**src/rtl/reg_scoreboard.sv**
```systemverilog
// Register scoreboard: per-register in-flight write counters for the scalar and vector files.
// Latency: stall/issue are combinational from registered counts; pending bits move one edge after issue/WB.
// Backpressure: stall holds decode on RAW hazards, on a saturated destination counter, or while draining.
module reg_scoreboard #(
   parameter int NREG           = 32,
   parameter int CNT_W          = 2,
   parameter bit ZERO_HARDWIRED = 1'b1
) (
   input  logic                     clk,
   input  logic                     rst,
   input  logic                     id_valid,
   input  logic [$clog2(NREG)-1:0]  id_rs1,
   input  logic [$clog2(NREG)-1:0]  id_rs2,
   input  logic [$clog2(NREG)-1:0]  id_rd,
   input  logic                     id_use_rs1,
   input  logic                     id_use_rs2,
   input  logic                     id_src_vec,
   input  logic                     id_wr_scalar,
   input  logic                     id_wr_vec,
   input  logic                     wb_we,
   input  logic                     wb_we_vec,
   input  logic [$clog2(NREG)-1:0]  wb_rd,
   input  logic                     flush_req,
   output logic                     stall,
   output logic                     issue,
   output logic [NREG-1:0]          pending_s,
   output logic [NREG-1:0]          pending_v,
   output logic                     drained,
   output logic                     sb_err
);

   localparam int IW = $clog2(NREG);
   localparam logic [CNT_W-1:0] CNT_MAX = '1;

   typedef enum logic {IDLE, DRAIN} state_t;

   state_t           state;
   logic [CNT_W-1:0] cnt_s [NREG];
   logic [CNT_W-1:0] cnt_v [NREG];

   logic all_clear;
   logic rs1_pend, rs2_pend;
   logic rd_full_s, rd_full_v;
   logic hazard;
   logic wb_s_tracked;
   logic err_s, err_v;

   // Per-register "has writes in flight" view; scalar r0 is reported idle when hardwired.
   always_comb begin
      pending_s = '0;
      pending_v = '0;
      for (int r = 0; r < NREG; r++) begin
         pending_s[r] = (cnt_s[r] != '0) && !(ZERO_HARDWIRED && r == 0);
         pending_v[r] = (cnt_v[r] != '0);
      end
   end

   // Hazard detection against registered counts only (no WB bypass).
   always_comb begin
      all_clear = ~|pending_s & ~|pending_v;
      rs1_pend  = id_src_vec ? pending_v[id_rs1] : pending_s[id_rs1];
      rs2_pend  = id_src_vec ? pending_v[id_rs2] : pending_s[id_rs2];
      rd_full_s = (cnt_s[id_rd] == CNT_MAX);
      rd_full_v = (cnt_v[id_rd] == CNT_MAX);
      hazard    = id_valid & ((id_use_rs1 & rs1_pend) |
                              (id_use_rs2 & rs2_pend) |
                              (id_wr_scalar & rd_full_s) |
                              (id_wr_vec & rd_full_v));
      stall     = ((state == DRAIN) & id_valid) | hazard;
      issue     = id_valid & ~stall;
   end

   // A WB to an idle counter is a protocol error; writes to a hardwired r0 are not tracked at all.
   always_comb begin
      wb_s_tracked = !(ZERO_HARDWIRED && wb_rd == '0);
      err_s        = wb_we & wb_s_tracked & (cnt_s[wb_rd] == '0);
      err_v        = wb_we_vec & (cnt_v[wb_rd] == '0);
   end

   // Counter update: +1 on issue to rd, -1 on WB with a nonzero count; both together cancel.
   always_ff @(posedge clk or negedge rst) begin
      if (!rst) begin
         for (int r = 0; r < NREG; r++) begin
            cnt_s[r] <= '0;
            cnt_v[r] <= '0;
         end
      end else begin
         for (int r = 0; r < NREG; r++) begin
            logic inc_s, dec_s, inc_v, dec_v;
            inc_s = issue & id_wr_scalar & (id_rd == IW'(r)) & !(ZERO_HARDWIRED && r == 0);
            dec_s = wb_we & (wb_rd == IW'(r)) & (cnt_s[r] != '0);
            inc_v = issue & id_wr_vec & (id_rd == IW'(r));
            dec_v = wb_we_vec & (wb_rd == IW'(r)) & (cnt_v[r] != '0);
            if (inc_s && !dec_s)
               cnt_s[r] <= cnt_s[r] + 1'b1;
            else if (dec_s && !inc_s)
               cnt_s[r] <= cnt_s[r] - 1'b1;
            if (inc_v && !dec_v)
               cnt_v[r] <= cnt_v[r] + 1'b1;
            else if (dec_v && !inc_v)
               cnt_v[r] <= cnt_v[r] - 1'b1;
         end
      end
   end

   // Sticky error flag, cleared only by reset.
   always_ff @(posedge clk or negedge rst) begin
      if (!rst)
         sb_err <= 1'b0;
      else if (err_s | err_v)
         sb_err <= 1'b1;
   end

   // Drain FSM: leave DRAIN once the pre-update counts are all zero; drained pulses for one cycle.
   always_ff @(posedge clk or negedge rst) begin
      if (!rst) begin
         state   <= IDLE;
         drained <= 1'b0;
      end else begin
         drained <= 1'b0;
         case (state)
            IDLE: if (flush_req) state <= DRAIN;
            DRAIN: begin
               if (all_clear) begin
                  state   <= IDLE;
                  drained <= 1'b1;
               end
            end
            default: state <= IDLE;
         endcase
      end
   end

endmodule

```
**config.mk**
```make
export PLATFORM = sky130hd
export DESIGN_NAME = reg_scoreboard
export DESIGN_NICKNAME = d
export VERILOG_FILES = /design/src/rtl/reg_scoreboard.sv
export SDC_FILE = /design/constraint.sdc
export NUM_CORES = 1
export LEC_CHECK = 0
export CAP_MARGIN = 20
export CORE_ASPECT_RATIO = 2
export CORE_MARGIN = 4
export CORE_UTILIZATION = 55
export CTS_CLUSTER_DIAMETER = 80
export DETAILED_ROUTE_END_ITERATION = 8
export PLACE_DENSITY = 0.77
export SYNTH_ARGS = -nofsm -noshare
export SYNTH_HDL_FRONTEND = slang
export SYNTH_SLANG_ARGS = --single-unit
```
**constraint.sdc**
```tcl
create_clock -name clk -period 7.6 [get_ports clk]
set_input_delay 2.28 -clock clk [delete_from_list [all_inputs] [get_ports clk]]
set_output_delay 2.28 -clock clk [all_outputs]
set_load 0.01 [all_outputs]
```
# ---- Word level (Yosys, flattened, before mapping)
# Index checks and enable logic that the tools add are counted.
dict set report word_totals {
  ff_bits 131
  out_inout_bits 68
  inputBits 31
  wordCells 1016
}
dict set report op_classes {
  reduce_logical 388
  magnitude_cmp 4
  eq_ne 64
  mux 153
  n_addsub 127
  bitwise 213
}
# operator count
set op_table {}
lappend op_table {{2-bit 2-to-1 mux} 134}
lappend op_table {{2-bit nonzero test} 127}
lappend op_table {{1-bit AND} 204}
lappend op_table {{5-bit equality test, second input constant} 32}
lappend op_table {{1-bit logical NOT} 129}
lappend op_table {{2-bit by 1-bit subtractor with 2-bit output, second input constant} 64}
lappend op_table {{2-bit by 1-bit adder with 2-bit output, second input constant} 63}
lappend op_table {{1-bit logical AND} 126}
lappend op_table {{5-bit by 4-bit equality test with 1-bit output, second input constant} 16}
lappend op_table {{2-bit binary-select mux with 5-bit select} 4}
lappend op_table {{5-bit by 3-bit equality test with 1-bit output, second input constant} 8}
lappend op_table {{32-bit OR reduction} 1}
lappend op_table {{31-bit OR reduction} 1}
lappend op_table {{1-bit binary-select mux with 5-bit select} 4}
lappend op_table {{5-bit by 2-bit equality test with 1-bit output, second input constant} 4}
lappend op_table {{6-bit greater-or-equal comparator, second input constant} 2}
lappend op_table {{5-bit by 6-bit less-than comparator with 1-bit output, second input constant} 2}
lappend op_table {{5-bit NOT with 6-bit output} 2}
lappend op_table {{5-bit by 1-bit equality test with 1-bit output, second input constant} 2}
lappend op_table {{5-bit logical NOT} 2}
lappend op_table {{1-bit 2-to-1 mux} 10}
lappend op_table {{1-bit OR} 5}
lappend op_table {{2-bit equality test, second input constant} 2}
lappend op_table {{2-bit logical NOT} 2}
lappend op_table {{2 further kinds} 3}

# ---- Depth between registers and ports, before layout
# Gate-level depths: netlist of the first run.
dict set report logic_depth {
  ltp_word 18
  mapped_depth 16
  depth_no_buf 12
}

# ---- Least setup slack after synthesis of the first run
# OpenSTA, ideal clock, no wires.
dict set report synth_path {
  path_type {input port to output port}
  startpoint {in id_rd[1]}
  endpoint {out issue}
  required_ns 5.320
  n_path_buf 4
  stages 10
  arrival_time_ns 4.343
  slack_ns 0.977
  path_cell_list {buf_2 -> buf_1 -> mux4_2 -> a221oi_1 -> a21oi_1 -> nor4_1 -> nand4_1 -> buf_6 -> buf_6 -> nor2_1}
}
dict set report synth_via {
  elab_chain_cells 12
  word_cells_on_any_way 17
  classes_between {eq/ne: 2; mux: 6; bitwise: 9}
}
# element line
set synth_lines {}
lappend synth_lines {{start: declaration} 14} ;# input logic [$clog2(NREG)-1:0] id_rd,
lappend synth_lines {{5-bit NOT with 6-bit output (implied by the code) *} {63, 64}}
lappend synth_lines {{2-bit binary-select mux with 5-bit select} 63} ;# rd_full_s = (cnt_s[id_rd] == CNT_MAX);
lappend synth_lines {{2-bit 2-to-1 mux (implied by the code) (2 in a row)} 63}
lappend synth_lines {{2-bit equality test} 63}
lappend synth_lines {{1-bit AND} 67} ;# (id_wr_scalar & rd_full_s) |
lappend synth_lines {{1-bit OR} 66} ;# (id_use_rs2 & rs2_pend) |
lappend synth_lines {{1-bit OR *} 67}
lappend synth_lines {{1-bit AND *} 65} ;# hazard = id_valid & ((id_use_rs1 & rs1_pend) |
lappend synth_lines {{1-bit OR *} 69} ;# stall = ((state == DRAIN) & id_valid) | hazard;
lappend synth_lines {{1-bit NOT *} 70} ;# issue = id_valid & ~stall;
lappend synth_lines {{1-bit AND *} 70}
lappend synth_lines {{end: declaration} 25} ;# output logic issue,
# Every way passes the cells marked *; elsewhere a longest branch is shown, timed or not. The select of a mux whose other input is x is not followed.

# ---- Worst setup path in the final report of the first run
dict set report layout_path {
  startpoint {in id_rs2[2]}
  endpoint {out stall}
}
dict set report layout_via {
  elab_chain_cells 9
  word_cells_on_any_way 11
  classes_between {mux: 5; bitwise: 6}
}
# element line
set layout_lines {}
lappend layout_lines {{start: declaration} 13} ;# input logic [$clog2(NREG)-1:0] id_rs2,
lappend layout_lines {{1-bit binary-select mux with 5-bit select} 62} ;# rs2_pend = id_src_vec ? pending_v[id_rs2] : pending_s[id_rs2];
lappend layout_lines {{1-bit 2-to-1 mux (implied by the code)} 62}
lappend layout_lines {{1-bit 2-to-1 mux *} 62}
lappend layout_lines {{1-bit AND *} 66}
lappend layout_lines {{1-bit OR *} 65}
lappend layout_lines {{1-bit OR *} 66}
lappend layout_lines {{1-bit OR *} 67}
lappend layout_lines {{1-bit AND *} 65}
lappend layout_lines {{1-bit OR *} 69}
lappend layout_lines {{end: declaration} 24} ;# output logic stall,
# Marks and branches as above.

==> results of run 1 <==
-- cell type report --
type	instances	area (um^2)	area share
Multi-Input combinational cell	803	6575	0.5359
Sequential cell	131	3278	0.2672
Timing Repair Buffer	136	1324	0.1079
Clock buffer	21	470.5	0.03834
Tap cell	216	270.3	0.02203
Inverter	66	247.7	0.02019
Clock inverter	11	103.9	0.008464
-- critical path, cell delays in order --
cell and delay, ps:
clkdlybuf4s50_1 500, clkinv_1 140, buf_4 200, a311o_1 320, o221a_2 230, a2111oi_1 380
nor4_1 110, buf_4 150, nand4_1 70, buf_4 150, and2_1 130, clkdlybuf4s50_1 530
-- synth_stat cells, types with 11 or more instances --
cell	number
clkbuf_1	31
dfrtp_1	131
xnor2_1	64
ha_1	64
nand3_1	71
mux2i_1	16
nand4_1	14
nand2_1	31
xor2_1	126
inv_1	65
mux4_2	70
nor2_1	149
buf_2	11
nor3_1	81
-- sequential cells by signal (all words and copies together), names as in the netlist --
| signal | count |
|---|---|
| cnt_s | 64 |
| cnt_v | 64 |
| drained | 1 |
| sb_err | 1 |
| state | 1 |
-- power breakdown --
part	internal, uW	leakage [uW]	switching [uW]
logic	976	0.00397	1070
registers	916	0.00177	299
clock network	476	0.000279	341
total	2370	0.00602	1710
-- how the worst min path moves through the flow --
stage                   start        end  slack, ps  cells after the start
finish                 sb_err     sb_err        480                      1
global route        cnt_s[31]  cnt_s[31]        510                      1
floorplan           cnt_s[19]  cnt_s[19]        450                      1
global placement       sb_err     sb_err        460                      1
detailed placement  cnt_v[29]  cnt_v[29]        480                      1
CTS                 cnt_s[31]  cnt_s[31]        490                      1
-- metal layers --
| metal | wire length (um) | track usage |
|---|---|---|
| met5 | 0 | 0 |
| met4 | 4628 | 0.3684 |
| met3 | 3960 | 0.1103 |
| met2 | 18270 | 0.5820 |
| met1 | 13130 | 0.4267 |
-- through the flow --
stage,instance area [um^2],setup WS (ps),std cells
after floorplan,10380,976.6,1057
after global placement,11680,114.7,1350
after detailed placement,11680,88.00,1350
after CTS,12250,73.68,1382
after global routing,12270,14.78,1384
final,12270,106.4,1384
-- repair_timing --
action	in CTS	in global routing
gates resized for setup	0	1
hold endpoints to repair	0	0
setup endpoints to repair	0	1
hold buffers	0	0
buffers inserted	0	1
-- logic make-up after synthesis --
kind of cell | share of synthesized area
muxes | 0.1717
and+or+nand+nor | 0.1824
AOI/OAI and AO/OA | 0.04087
adders and majority gates | 0.07716
xor gates and xnor gates | 0.1603
DFF | 0.3159
buffers and inverters | 0.05135
other | 0.0003613
==> run_results.csv, run 1 <==
group,metric,value,unit
floorplan,rows,70,
sta,fmax,0.1334,GHz
floorplan,ios,99,
floorplan,core-area,18390,um^2
power,p_leak,0.006017,uW
critical_path,reg2reg_depth,14,
floorplan,die_area,21270,um^2
placement,port_buffers,97,
clock_tree,clk_pin_slew,60,ps
layout,drive_gt1_frac,0.1310,
sta,final_hold_viol_count,0,
sta,drv_slew,0,
global_route,overflow,0,
critical_path,r2r-end,"cnt_v[43]",
logic_synthesis,seq_area_frac_synth,0.3159,
logic_synthesis,synthFlopType,"dfrtp_1",
logic_synthesis,ys_async_sr_fraction,1.000,
logic_synthesis,synth_area_leaders,"dfrtp_1 (32%), mux4_2 (15%), xor2_1 (11%)",
sta,relSlewSlack,0.2400,
critical_path,setup.worst_path.class,"primary input to primary output",
clock_tree,cts_root_buffer,"clkbuf_16",
logic_synthesis,syn_inst,1057,
clock_tree,cts.sinks,131,
floorplan,dieWidth,105.1,um
floorplan,start_util,0.5643,
layout,fin_nets,1250,
clock_tree,clockBufferDepth,2,
layout,final_cell_mix,"nor2_1 (149), dfrtp_1 (131), xor2_1 (126)",
power,p_total,4080,uW
placement,place.gp.congestion,1.054,
global_route,grt_antenna_before_repair,0,
global_route,grt_pass1_wl,60.38,mm
logic_synthesis,synth.top_cell.area_share,0.3159,
logic_synthesis,syn_area_per_cell,9.819,um^2
logic_synthesis,ys_warn_count,0,
layout,area_growth,18.22,%
placement,hpwl,29.28,mm
drt,via_per_inst,6.839,
drt,vias,9465,
power,power_density,332.5,nW/um^2
layout,final_common_cell,"nor2_1",
sta,finalSetupViolations,0,
critical_path,arrival,5210,ps
sta,worst_pin_slew,1131,ps
job,cap_violations,0,
critical_path,crit_path_end,"stall",
global_route,grt_usage,0.3849,
global_route,grt_pass1_vias,9722,
drt,detail-route-antenna-nets,0,
logic_synthesis,syn_area,10380,um^2
layout,diodes,0,
sta,rsz0062_at_grt,"no",
sta,finalSetupTns,0,ps
power,irDropWorstVdd,0.0002135,V
logic_synthesis,synth_edf_count,0,
hold_path,min_path_type,"flop to flop",
logic_synthesis,synth_cell_types,57,
critical_path,crit_required,5320,ps
layout,nFillCells,1480,
clock_tree,htreeDepth,4,
drt,drt_wl_total,39.99,mm
drt,drtPass1Iterations,5,
critical_path,startpoint_type,"primary input",
clock_tree,worstSkewPairLatency,450,ps
drt,drt_iter0_markers,894,
floorplan,die_h,202.3,um
clock_tree,cts_buffers,17,
critical_path,crit_fanout,7,
critical_path,r2r_start,"cnt_s[44]",
clock_tree,cts_tree,"yes",
run_status,status,"complete, no violations",
sta,fin_crit,7494,ps
logic_synthesis,synth-seq-cells,131,
sta,timing.final.crit_share,0.9860,
layout,post-route-util,0.6671,
critical_path,end_kind,"primary output",
logic_synthesis,synth_nets,1152,
drt,wl_per_cell,28.89,um
global_route,grt_max_degree,73,
sta,finClkSkew,9.311,ps
drt,drc,0,
critical_path,r2r_setup_slack,3670,ps
logic_synthesis,synth_top_area_cell,"dfrtp_1",
critical_path,startpoint,"id_rs2[2]",
sta,hold_slack,484.4,ps
Power figures use the tool's default switching activity.
==> run 2: changes to the inputs <==
Settings changed: HOLD_SLACK_MARGIN set to 0.08.
==> results of run 2 <==
The final DEF is identical to that of run 1; final timing and power are the same.
